--- config.mk ---
export PLATFORM = sky130hd
export DESIGN_NAME = tug_input_conditioner
export DESIGN_NICKNAME = d
export VERILOG_FILES = /design/src/rtl/tug_input_conditioner.sv
export SDC_FILE = /design/constraint.sdc
export NUM_CORES = 1
export LEC_CHECK = 0
export ABC_AREA = 1
export CAP_MARGIN = 20
export CELL_PAD_IN_SITES_DETAIL_PLACEMENT = 0
export CELL_PAD_IN_SITES_GLOBAL_PLACEMENT = 1
export CORE_MARGIN = 1
export CORE_UTILIZATION = 42
export DETAILED_ROUTE_END_ITERATION = 8
export PLACE_DENSITY_LB_ADDON = 0.1
export SYNTH_ARGS = -nofsm -noshare
export SYNTH_HDL_FRONTEND = slang
export SYNTH_SLANG_ARGS = --single-unit
export TNS_END_PERCENT = 20
--- constraint.sdc ---
create_clock -name clk -period 3.1 [get_ports clk]
set_clock_uncertainty 0.2 [all_clocks]
set_input_delay 0.62 -clock clk [delete_from_list [all_inputs] [get_ports clk]]
set_output_delay 0.62 -clock clk [all_outputs]
set_load 0.02 [all_outputs]
--- src/rtl/tug_input_conditioner.sv ---
// Two-key synchronise/debounce/edge-detect with tie cancel; press pulse and held rise on edge DEBOUNCE_CYCLES+2.
// No backpressure: outputs are free-running registered pulses/levels.
module tug_input_conditioner #(
    parameter int DEBOUNCE_CYCLES = 4,
    parameter bit ACTIVE_LOW      = 1'b1
) (
    input  logic clk,
    input  logic Reset,
    input  logic keyL_raw,
    input  logic keyR_raw,
    output logic leftButton,
    output logic rightButton,
    output logic leftHeld,
    output logic rightHeld
);
    localparam int CW = $clog2(DEBOUNCE_CYCLES + 1);
    localparam logic [CW-1:0] CNT_MAX = CW'(DEBOUNCE_CYCLES);
    localparam logic REL_LVL = ACTIVE_LOW;

    typedef enum logic [1:0] {
        RELEASED     = 2'd0,
        PRESS_PEND   = 2'd1,
        PRESSED      = 2'd2,
        RELEASE_PEND = 2'd3
    } state_t;

    // index 0 = left channel, index 1 = right channel
    logic [1:0] sync1, sync2, synced;
    state_t     state_q [2];
    state_t     state_d [2];
    logic [CW-1:0] cnt_q [2];
    logic [CW-1:0] cnt_d [2];
    logic [1:0] ev;
    logic [1:0] held_d;

    always_ff @(posedge clk) begin
        if (Reset) begin
            sync1 <= {2{REL_LVL}};
            sync2 <= {2{REL_LVL}};
        end else begin
            sync1 <= {keyR_raw, keyL_raw};
            sync2 <= sync1;
        end
    end

    assign synced = ACTIVE_LOW ? ~sync2 : sync2;

    always_ff @(posedge clk) begin
        for (int i = 0; i < 2; i++) begin
            if (Reset) begin
                state_q[i] <= RELEASED;
                cnt_q[i]   <= '0;
            end else begin
                state_q[i] <= state_d[i];
                cnt_q[i]   <= cnt_d[i];
            end
        end
    end

    always_comb begin
        for (int i = 0; i < 2; i++) begin
            state_d[i] = state_q[i];
            cnt_d[i]   = cnt_q[i];
            ev[i]      = 1'b0;
            case (state_q[i])
                RELEASED: begin
                    if (synced[i]) begin
                        if (DEBOUNCE_CYCLES == 1) begin
                            state_d[i] = PRESSED;
                            cnt_d[i]   = '0;
                            ev[i]      = 1'b1;
                        end else begin
                            state_d[i] = PRESS_PEND;
                            cnt_d[i]   = CW'(1);
                        end
                    end
                end
                PRESS_PEND: begin
                    if (!synced[i]) begin
                        state_d[i] = RELEASED;
                        cnt_d[i]   = '0;
                    end else if (cnt_q[i] + 1'b1 == CNT_MAX) begin
                        state_d[i] = PRESSED;
                        cnt_d[i]   = '0;
                        ev[i]      = 1'b1;
                    end else begin
                        cnt_d[i] = cnt_q[i] + 1'b1;
                    end
                end
                PRESSED: begin
                    if (!synced[i]) begin
                        if (DEBOUNCE_CYCLES == 1) begin
                            state_d[i] = RELEASED;
                            cnt_d[i]   = '0;
                        end else begin
                            state_d[i] = RELEASE_PEND;
                            cnt_d[i]   = CW'(1);
                        end
                    end
                end
                RELEASE_PEND: begin
                    if (synced[i]) begin
                        state_d[i] = PRESSED;
                        cnt_d[i]   = '0;
                    end else if (cnt_q[i] + 1'b1 == CNT_MAX) begin
                        state_d[i] = RELEASED;
                        cnt_d[i]   = '0;
                    end else begin
                        cnt_d[i] = cnt_q[i] + 1'b1;
                    end
                end
                default: begin
                    state_d[i] = RELEASED;
                    cnt_d[i]   = '0;
                end
            endcase
        end
    end

    always_comb begin
        for (int i = 0; i < 2; i++) begin
            held_d[i] = (state_d[i] == PRESSED) || (state_d[i] == RELEASE_PEND);
        end
    end

    // Held levels are registered from next-state so they rise on the same edge as the pulse.
    always_ff @(posedge clk) begin
        if (Reset) begin
            leftButton  <= 1'b0;
            rightButton <= 1'b0;
            leftHeld    <= 1'b0;
            rightHeld   <= 1'b0;
        end else begin
            leftButton  <= ev[0] & ~ev[1];
            rightButton <= ev[1] & ~ev[0];
            leftHeld    <= held_d[0];
            rightHeld   <= held_d[1];
        end
    end
endmodule

==> impl_metrics.toml, run 1 <==
[run_status]
status = "completed"

[power_and_ir_drop]
p_leak_uw = 0.000412
powerDensity_mw_per_mm2 = 382
max-vdd-ir-drop_mv = 0.273

[routing]
drt_iter0_drc = 13
finalWirelength_mm = 1.28
vias = 637
routed_via_density = 4.62
drcViolationCount = 0
first_pass_iters = 4
wl_per_cell_um = 9.28
drtAntennaViolNets = 0

[sta]
setup_viol = 0
finalHoldViolations = 0
finalCritPeriodShare_pct = 70.0
max_freq_mhz = 461
rsz0062_at_grt = "no"
maxSlewHeadroom_pct = 66.5
min_period_ps = 2170
tightestPinTransition_ps = 501
fin_setup_tns_ps = 0
drv_slew = 0
layout_setup_ws_ps = 929
hold_slack_ps = 216

[synth]
synthAdderAreaFrac_pct = 12.7
yosysWarnings = 0
synth_top_cell_area_share_pct = 40.7
netlist_area_um2 = 787
synth_cells = 104
synth_top_family_by_area = "simple AND/OR/NAND/NOR gates"
avgSynthCellArea_um2 = 7.57
synthTopCellsByArea = "dfxtp_1, ha_1, nand2_1"
synth_xor_area_share_pct = 0
synthSimpleGateAreaFrac_pct = 26.1
synth_mux_area_share_pct = 0
yosysTopAreaCell = "dfxtp_1"
ys_types = 20
synth_compound_area_share_pct = 12.4
yosysSeqAreaShare_pct = 40.7
ys_ff_latch = 16
syn_nets = 116

[setup_path]
path_buf_inv = 1
arrival_ps = 1350
path_depth = 1
end_kind = "primary output"
required_ps = 2280
path_class = "reg -> out"
crit_path_max_incr_delay_ps = 640
path_delay_family = "buffers and inverters"
r2r_cells = 6
critPathSlowestCell = "clkdlybuf4s50_1"
path_max_fanout = 6
worstPathCellList = "clkdlybuf4s50_1"
critPathLaunchType = "register"

[clock_network]
clock-sinks = 16
cts_hold_buf = 0
cts_setup_buffers = 0
htreeDepth = 1
clk_latency_ps = 280
numCtsBuffers = 3
cts_tree = "built"
cts-root-buf = "clkbuf_4"
cts_resized = 0
cts_buffer_depth = 2
clk_pin_slew_ps = 70

[floorplan]
fp-row-count = 15
die_y_um = 45.3
start_util_pct = 45.1
design.core.area_mm2 = 0.00175
dieArea_mm2 = 0.00205
ios = 8
dieWidth_um = 45.3

[global_routing]
overflow = 0
grt_max_degree = 16
grt_usage_pct = 15.0
grt_pass1_wl_mm = 2.19
grt_pass1_vias = 519
antenna_found_initial = 0

[worst_hold_path]
worstHoldPathType = "reg -> reg"
holdPathStages = 1

[place]
io_buffers = 7
dp_hpwl_um = 986
pre_cts_ws_ps = 1080
place.gp.congestion = 0.854
placedCellCount = 135

[layout]
antenna_cells = 0
drive_gt1_share_pct = 9.73
stdcell_count = 138
nNetsFinal = 127
area_growth_pct = 15.3
fillers = 184

[run]
maxCapViolations = 0
[registers in the layout, indices dropped and copies added (netlist names)]
register     flops
cnt_q            6
leftButton       1
leftHeld         1
rightButton      1
rightHeld        1
state_q          2
sync1            2
sync2            2
[cells in the mapped netlist (all sizes together)]
cell type / instances
inv: 16
nand3: 5
o21ai: 5
clkbuf: 1
or2: 5
o22ai: 1
nor4: 1
a21oi: 11
nand3b: 1
ha: 8
nor2: 8
dfxtp: 16
a211oi: 1
nor3: 3
nand2: 22
[per-stage QoR]
stage / power (uW) / util (%) / cell area (um2)
2_1_floorplan: 240 / - / 787
3_3_place_gp: 249 / 50.7 / 885
3_5_place_dp: 250 / 50.7 / 885
4_1_cts: 353 / 52.0 / 907
5_1_grt: 372 / 52.0 / 907
6_report: 346 / 52.0 / 907
[layer usage]
metal  share of wire [%]  up-vias  GRT usage (%)
met5                   0        -              0
met4                   0        0           1.82
met3                 4.5        0           7.20
met2                  42       10           20.9
met1                  53      279           21.6
li1                    -      348              -
[cell type report]
cell class / instances / area (um2) / area share, %
Clock buffer: 3 / 22.5 / 2.48
Inverter: 16 / 60.1 / 6.62
Multi-Input combinational cell: 71 / 403 / 44.4
Sequential cell: 16 / 320 / 35.3
Tap cell: 25 / 31.3 / 3.45
Timing Repair Buffer: 7 / 70.1 / 7.72
[where the power goes]
group	switching, uW	leakage (uW)	internal (uW)
clock	56.6	0.0000138	45.0
combinational	15.4	0.000268	12.3
sequential	4.90	0.000131	212
[layout by cell type (no fill, tap or decap)]
cell,synthesis,routed
nand2_1,21,21
dfxtp_1,16,16
inv_1,15,15
a21oi_1,11,11
nor2_1,8,8
ha_1,8,8
clkdlybuf4s50_1,0,7
nand3_1,5,5
o21ai_0,4,4
or2_2,4,4
clkbuf_4,0,3
nor3_1,2,2
inv_2,1,1
nor3_2,1,1
nand2_2,1,1
nor4_1,1,1
or2_0,1,1
o22ai_1,1,1
o21ai_2,1,1
nand3b_1,1,1
a211oi_1,1,1
[path summary, 6_finish.rpt]
| check | start | to | slack, ps |
|---|---|---|---|
| setup / recovery | rightHeld$_SDFF_PP0_ | rightHeld | 930 |
| setup reg to reg | rightHeld$_SDFF_PP0_ | cnt_q[1][0]$_SDFFE_PP0P_ | 1270 |
| hold reg to reg | sync1[1]$_SDFF_PP1_ | sync2[1]$_SDFF_PP1_ | 220 |
| hold / removal | sync1[1]$_SDFF_PP1_ | sync2[1]$_SDFF_PP1_ | 220 |
[logic make-up (layout without fill, tap and decap cells)]
group	count (synthesis)	count (layout)
buffers and inverters	17	26
DFF	16	16
AOI/OAI and AO/OA	18	18
adders and majority gates	8	8
and+or+nand+nor	45	45
Power figures use the tool's default switching activity.
==> run 2, diff against run 1 <==
CORE_UTILIZATION = 35   (was 42)
clock period = 1.88 ns   (was 3.1 ns; I/O delays follow)
==> run 2 against run 1 <==
Against the previous run: first-iteration DRC count fell by 77%; setup slack got worse by 810 ps; largest power group unchanged; critical endpoint is now rightButton; global-route usage fell by 2.3 points; register-to-register slack got worse by 1100 ps.
==> impl_metrics.toml, run 2 (synthesis results as in run 1) <==
[power_and_ir_drop]
p_leak_uw = 0.000449
powerDensity_mw_per_mm2 = 664
finalPower_uw = 623
max-vdd-ir-drop_mv = 0.488

[run]
maxCapViolations = 0

[routing]
drtAntennaViolNets = 0
vias = 668
first_pass_iters = 3
routed_via_density = 4.70
drcViolationCount = 0
wl_per_cell_um = 9.62
drt_iter0_drc = 3
finalWirelength_mm = 1.37

[setup_path]
worstPathCellList = "clkdlybuf4s50_1"
reg2reg_setup_slack_ps = 210
path_max_fanout = 1
end_kind = "primary output"
critPathSlowestCell = "clkdlybuf4s50_1"
reg2reg_to = "cnt_q[1][0]$_SDFFE_PP0P_"
path_buf_inv = 1
path_delay_family = "buffers and inverters"
required_ps = 1300
path_class = "reg -> out"
r2r_start = "rightHeld$_SDFF_PP0_"
critPathLaunchType = "register"
arrival_ps = 1180
crit_path_max_incr_delay_ps = 590
r2r_cells = 6

[global_routing]
grt_pass1_wl_mm = 2.42
grt_max_degree = 13
grt_usage_pct = 12.7
antenna_found_initial = 0
overflow = 0
grt_pass1_vias = 625

[clock_network]
numCtsBuffers = 3
htreeDepth = 1
clk_pin_slew_ps = 80
clock-sinks = 16
cts-root-buf = "clkbuf_4"
cts_buffer_depth = 2
cts_setup_buffers = 0
clk_latency_ps = 280
cts_tree = "built"

[layout]
final_cell_mix = "nand2_1, dfxtp_1, inv_1"
stdcell_count = 142
top_register = "cnt_q"
antenna_cells = 0
largest_register_ffs = 6
final_common_cell = "nand2_1"
fillers = 222
nNetsFinal = 128
drive_gt1_share_pct = 12.2
area_growth_pct = 19.2

[sta]
setup_viol = 0
max_freq_mhz = 568
finalCritPeriodShare_pct = 93.6
tightestPinTransition_ps = 383
finalHoldViolations = 0
drv_slew = 0
maxSlewHeadroom_pct = 74.4
rsz0062_at_grt = "no"
fin_setup_tns_ps = 0
min_period_ps = 1760

[worst_hold_path]
hp-start = "sync1[0]$_SDFF_PP1_"
holdPathStages = 1
worst_hold_path.endpoint = "sync2[0]$_SDFF_PP1_"
worstHoldPathType = "reg -> reg"

[place]
place.gp.congestion = 0.769
placedCellCount = 138
io_buffers = 7
dp_hpwl_mm = 1.06

[floorplan]
fp-row-count = 16
start_util_pct = 38.5
dieArea_mm2 = 0.00244
dieWidth_um = 49.4
design.core.area_mm2 = 0.00204
die_y_um = 49.4
ios = 8

[run_status]
status = "completed"
==> run 2: area by class of cell <==
| type | instances | area [um2] | area share [%] |
|---|---|---|---|
| Inverter | 16 | 60.1 | 6.40 |
| Sequential cell | 16 | 320 | 34.1 |
| Tap cell | 27 | 33.8 | 3.60 |
| Timing Repair Buffer | 8 | 78.8 | 8.40 |
| Clock buffer | 4 | 36.3 | 3.87 |
| Multi-Input combinational cell | 71 | 409 | 43.6 |
==> run 2: how the worst max path moves through the flow <==
stage / end / from / slack [ps] / cells past startpoint
global placement: cnt_q[1][0]$_SDFFE_PP0P_ / rightHeld$_SDFF_PP0_ / 100 / 6
finish: rightButton / rightButton$_SDFF_PP0_ / 120 / 1
CTS: leftHeld / leftHeld$_SDFF_PP0_ / 10 / 1
detailed placement: cnt_q[1][0]$_SDFFE_PP0P_ / rightHeld$_SDFF_PP0_ / 80 / 6
global route: rightButton / rightButton$_SDFF_PP0_ / 70 / 1
floorplan: cnt_q[1][0]$_SDFFE_PP0P_ / rightHeld$_SDFF_PP0_ / 140 / 6
==> run 2: repair_timing <==
action | CTS | global route
endpoints found under the setup margin | 1 | 2
pin swaps | 0 | 0
gates resized for setup | 1 | 2
hold buffers | 0 | 0
==> run 2: routing by layer <==
metal  track usage, %  share of wire [%]
met5                0                  0
met4             2.86                  0
met3             4.67                4.8
met2             20.8                 46
met1             15.9                 49
==> run 2: power breakdown <==
part           switching, uW  leakage [uW]  internal [uW]
clock network           99.5     0.0000210            118
registers               8.50      0.000131            349
logic                   25.8      0.000297           22.4
==> run 2: through the flow <==
stage | util (%) | cell area, um2 | worst slack (ps) | hold WS, ps
CTS | 45.5 | 930 | 14.9 | 223
global placement | 43.8 | 895 | 98.0 | 194
finish | 46.0 | 938 | 120 | 216
global route | 46.0 | 938 | 66.9 | 234
detailed placement | 43.8 | 895 | 80.2 | 200
floorplan | - | 787 | 136 | 189
==> run 3, diff against run 2 <==
GPL_TIMING_DRIVEN = 0   (was unset)
==> run 3 against run 2 <==
Against the previous run: core utilization decreased by 0.18 points; sequential power about the same; clock power increased by 2%; sequential share of layout area increased by 0.14 points; clock-buffer cell count unchanged; global-route usage increased by 0.30 points; total power increased by 0.66%; largest cell class unchanged; highest routed layer is now met4.
==> impl_metrics.toml, run 3 (synthesis results as in run 1) <==
[sta]
drv_slew = 0
maxSlewHeadroom_pct = 68.5
finalCritPeriodShare_pct = 93.8
min_period_ps = 1760
tightestPinTransition_ps = 472
finalHoldViolations = 0
fin_setup_tns_ps = 0
rsz0062_at_grt = "no"
setup_viol = 0
hold_slack_ps = 215
max_freq_mhz = 567

[clock_network]
clock-sinks = 16
numCtsBuffers = 3
cts_buffer_depth = 2
clk_pin_slew_ps = 90
cts_tree = "built"
htreeDepth = 1
cts-root-buf = "clkbuf_4"
clk_latency_ps = 280

[place]
place_area_um2 = 891
place.gp.congestion = 0.773
dp_hpwl_mm = 1.10
io_buffers = 7
placedCellCount = 138

[layout]
stdcell_count = 142
antenna_cells = 0
final_cell_mix = "nand2_1, dfxtp_1, inv_1"
final_cell_area_um2 = 935
largest_register_ffs = 6
top_register = "cnt_q"
area_growth_pct = 18.8
drive_gt1_share_pct = 11.3
final_common_cell = "nand2_1"
nNetsFinal = 128
post-route-util_pct = 45.8

[floorplan]
die_y_um = 49.4
start_util_pct = 38.5
design.core.area_mm2 = 0.00204
dieWidth_um = 49.4
dieArea_mm2 = 0.00244
fp-row-count = 16
ios = 8

[run_status]
status = "completed"

[global_routing]
grt_max_degree = 11
grt_usage_pct = 13.0
grt_pass1_vias = 600
grt_pass1_wl_mm = 2.44
antenna_found_initial = 0
overflow = 0

[setup_path]
worstPathCellList = "clkdlybuf4s50_1"
critPathLaunchType = "register"
arrival_ps = 1190
path_delay_family = "buffers and inverters"
path_max_fanout = 1
path_class = "reg -> out"
path_buf_inv = 1
required_ps = 1300
end_kind = "primary output"
crit_path_max_incr_delay_ps = 590
critPathSlowestCell = "clkdlybuf4s50_1"

[routing]
first_pass_iters = 4
routed_via_density = 4.54
drt_iter0_drc = 15
wl_per_cell_um = 10.0
drcViolationCount = 0
vias = 644
finalWirelength_mm = 1.42
drtAntennaViolNets = 0

[worst_hold_path]
worstHoldPathType = "reg -> reg"

[run]
maxCapViolations = 0

[power_and_ir_drop]
powerDensity_mw_per_mm2 = 671
max-vdd-ir-drop_mv = 0.332
p_leak_uw = 0.000445
-- run 3: path summary, 6_finish.rpt --
check	startpoint	end	slack [ps]	depth (start not counted)
setup / recovery	leftButton$_SDFF_PP0_	leftButton	120	1
hold / removal	sync1[0]$_SDFF_PP1_	sync2[0]$_SDFF_PP1_	220	1
setup reg to reg	rightHeld$_SDFF_PP0_	cnt_q[1][0]$_SDFFE_PP0P_	170	6
hold reg to reg	sync1[0]$_SDFF_PP1_	sync2[0]$_SDFF_PP1_	220	1
-- run 3: metal layers --
layer	up-vias	part of all wire [%]	global-route usage, %
met2	7	47	22.6
met5	-	0	0
met4	0	1.1	4.29
met3	2	2.9	3.74
li1	353	-	-
met1	282	49	15.2
-- run 3: timing repair --
action	in CTS	in global routing
resized for setup	1	2
endpoints found under the setup margin	1	4
hold buffers	0	0
buffers inserted	0	0
-- run 3: power by group --
| group | switching [uW] | internal, uW | leakage (uW) | total, uW |
|---|---|---|---|---|
| Clock | 104 | 118 | 0.0000210 | 221 |
| Combinational | 26.8 | 21.4 | 0.000294 | 48.2 |
| Sequential | 8.51 | 349 | 0.000131 | 358 |
-- run 3: layout make-up --
| type | count | area [um2] |
|---|---|---|
| fillers | 227 | 1110 |
| multi-input cells | 71 | 409 |
| flip-flops and latches | 16 | 320 |
| repair buffers | 7 | 71.3 |
| inverters | 16 | 60.1 |
| clock buffers | 4 | 36.3 |
| well taps | 27 | 33.8 |
| plain buffers | 1 | 3.75 |
-- run 3: through the flow --
| step | power (uW) | setup slack, ps |
|---|---|---|
| 3_3_place_gp | 411 | 50.8 |
| 4_1_cts | 637 | 14.6 |
| 5_1_grt | 667 | 52.4 |
| 3_5_place_dp | 413 | 50.2 |
| 6_report | 628 | 116 |
| 2_1_floorplan | 396 | 136 |
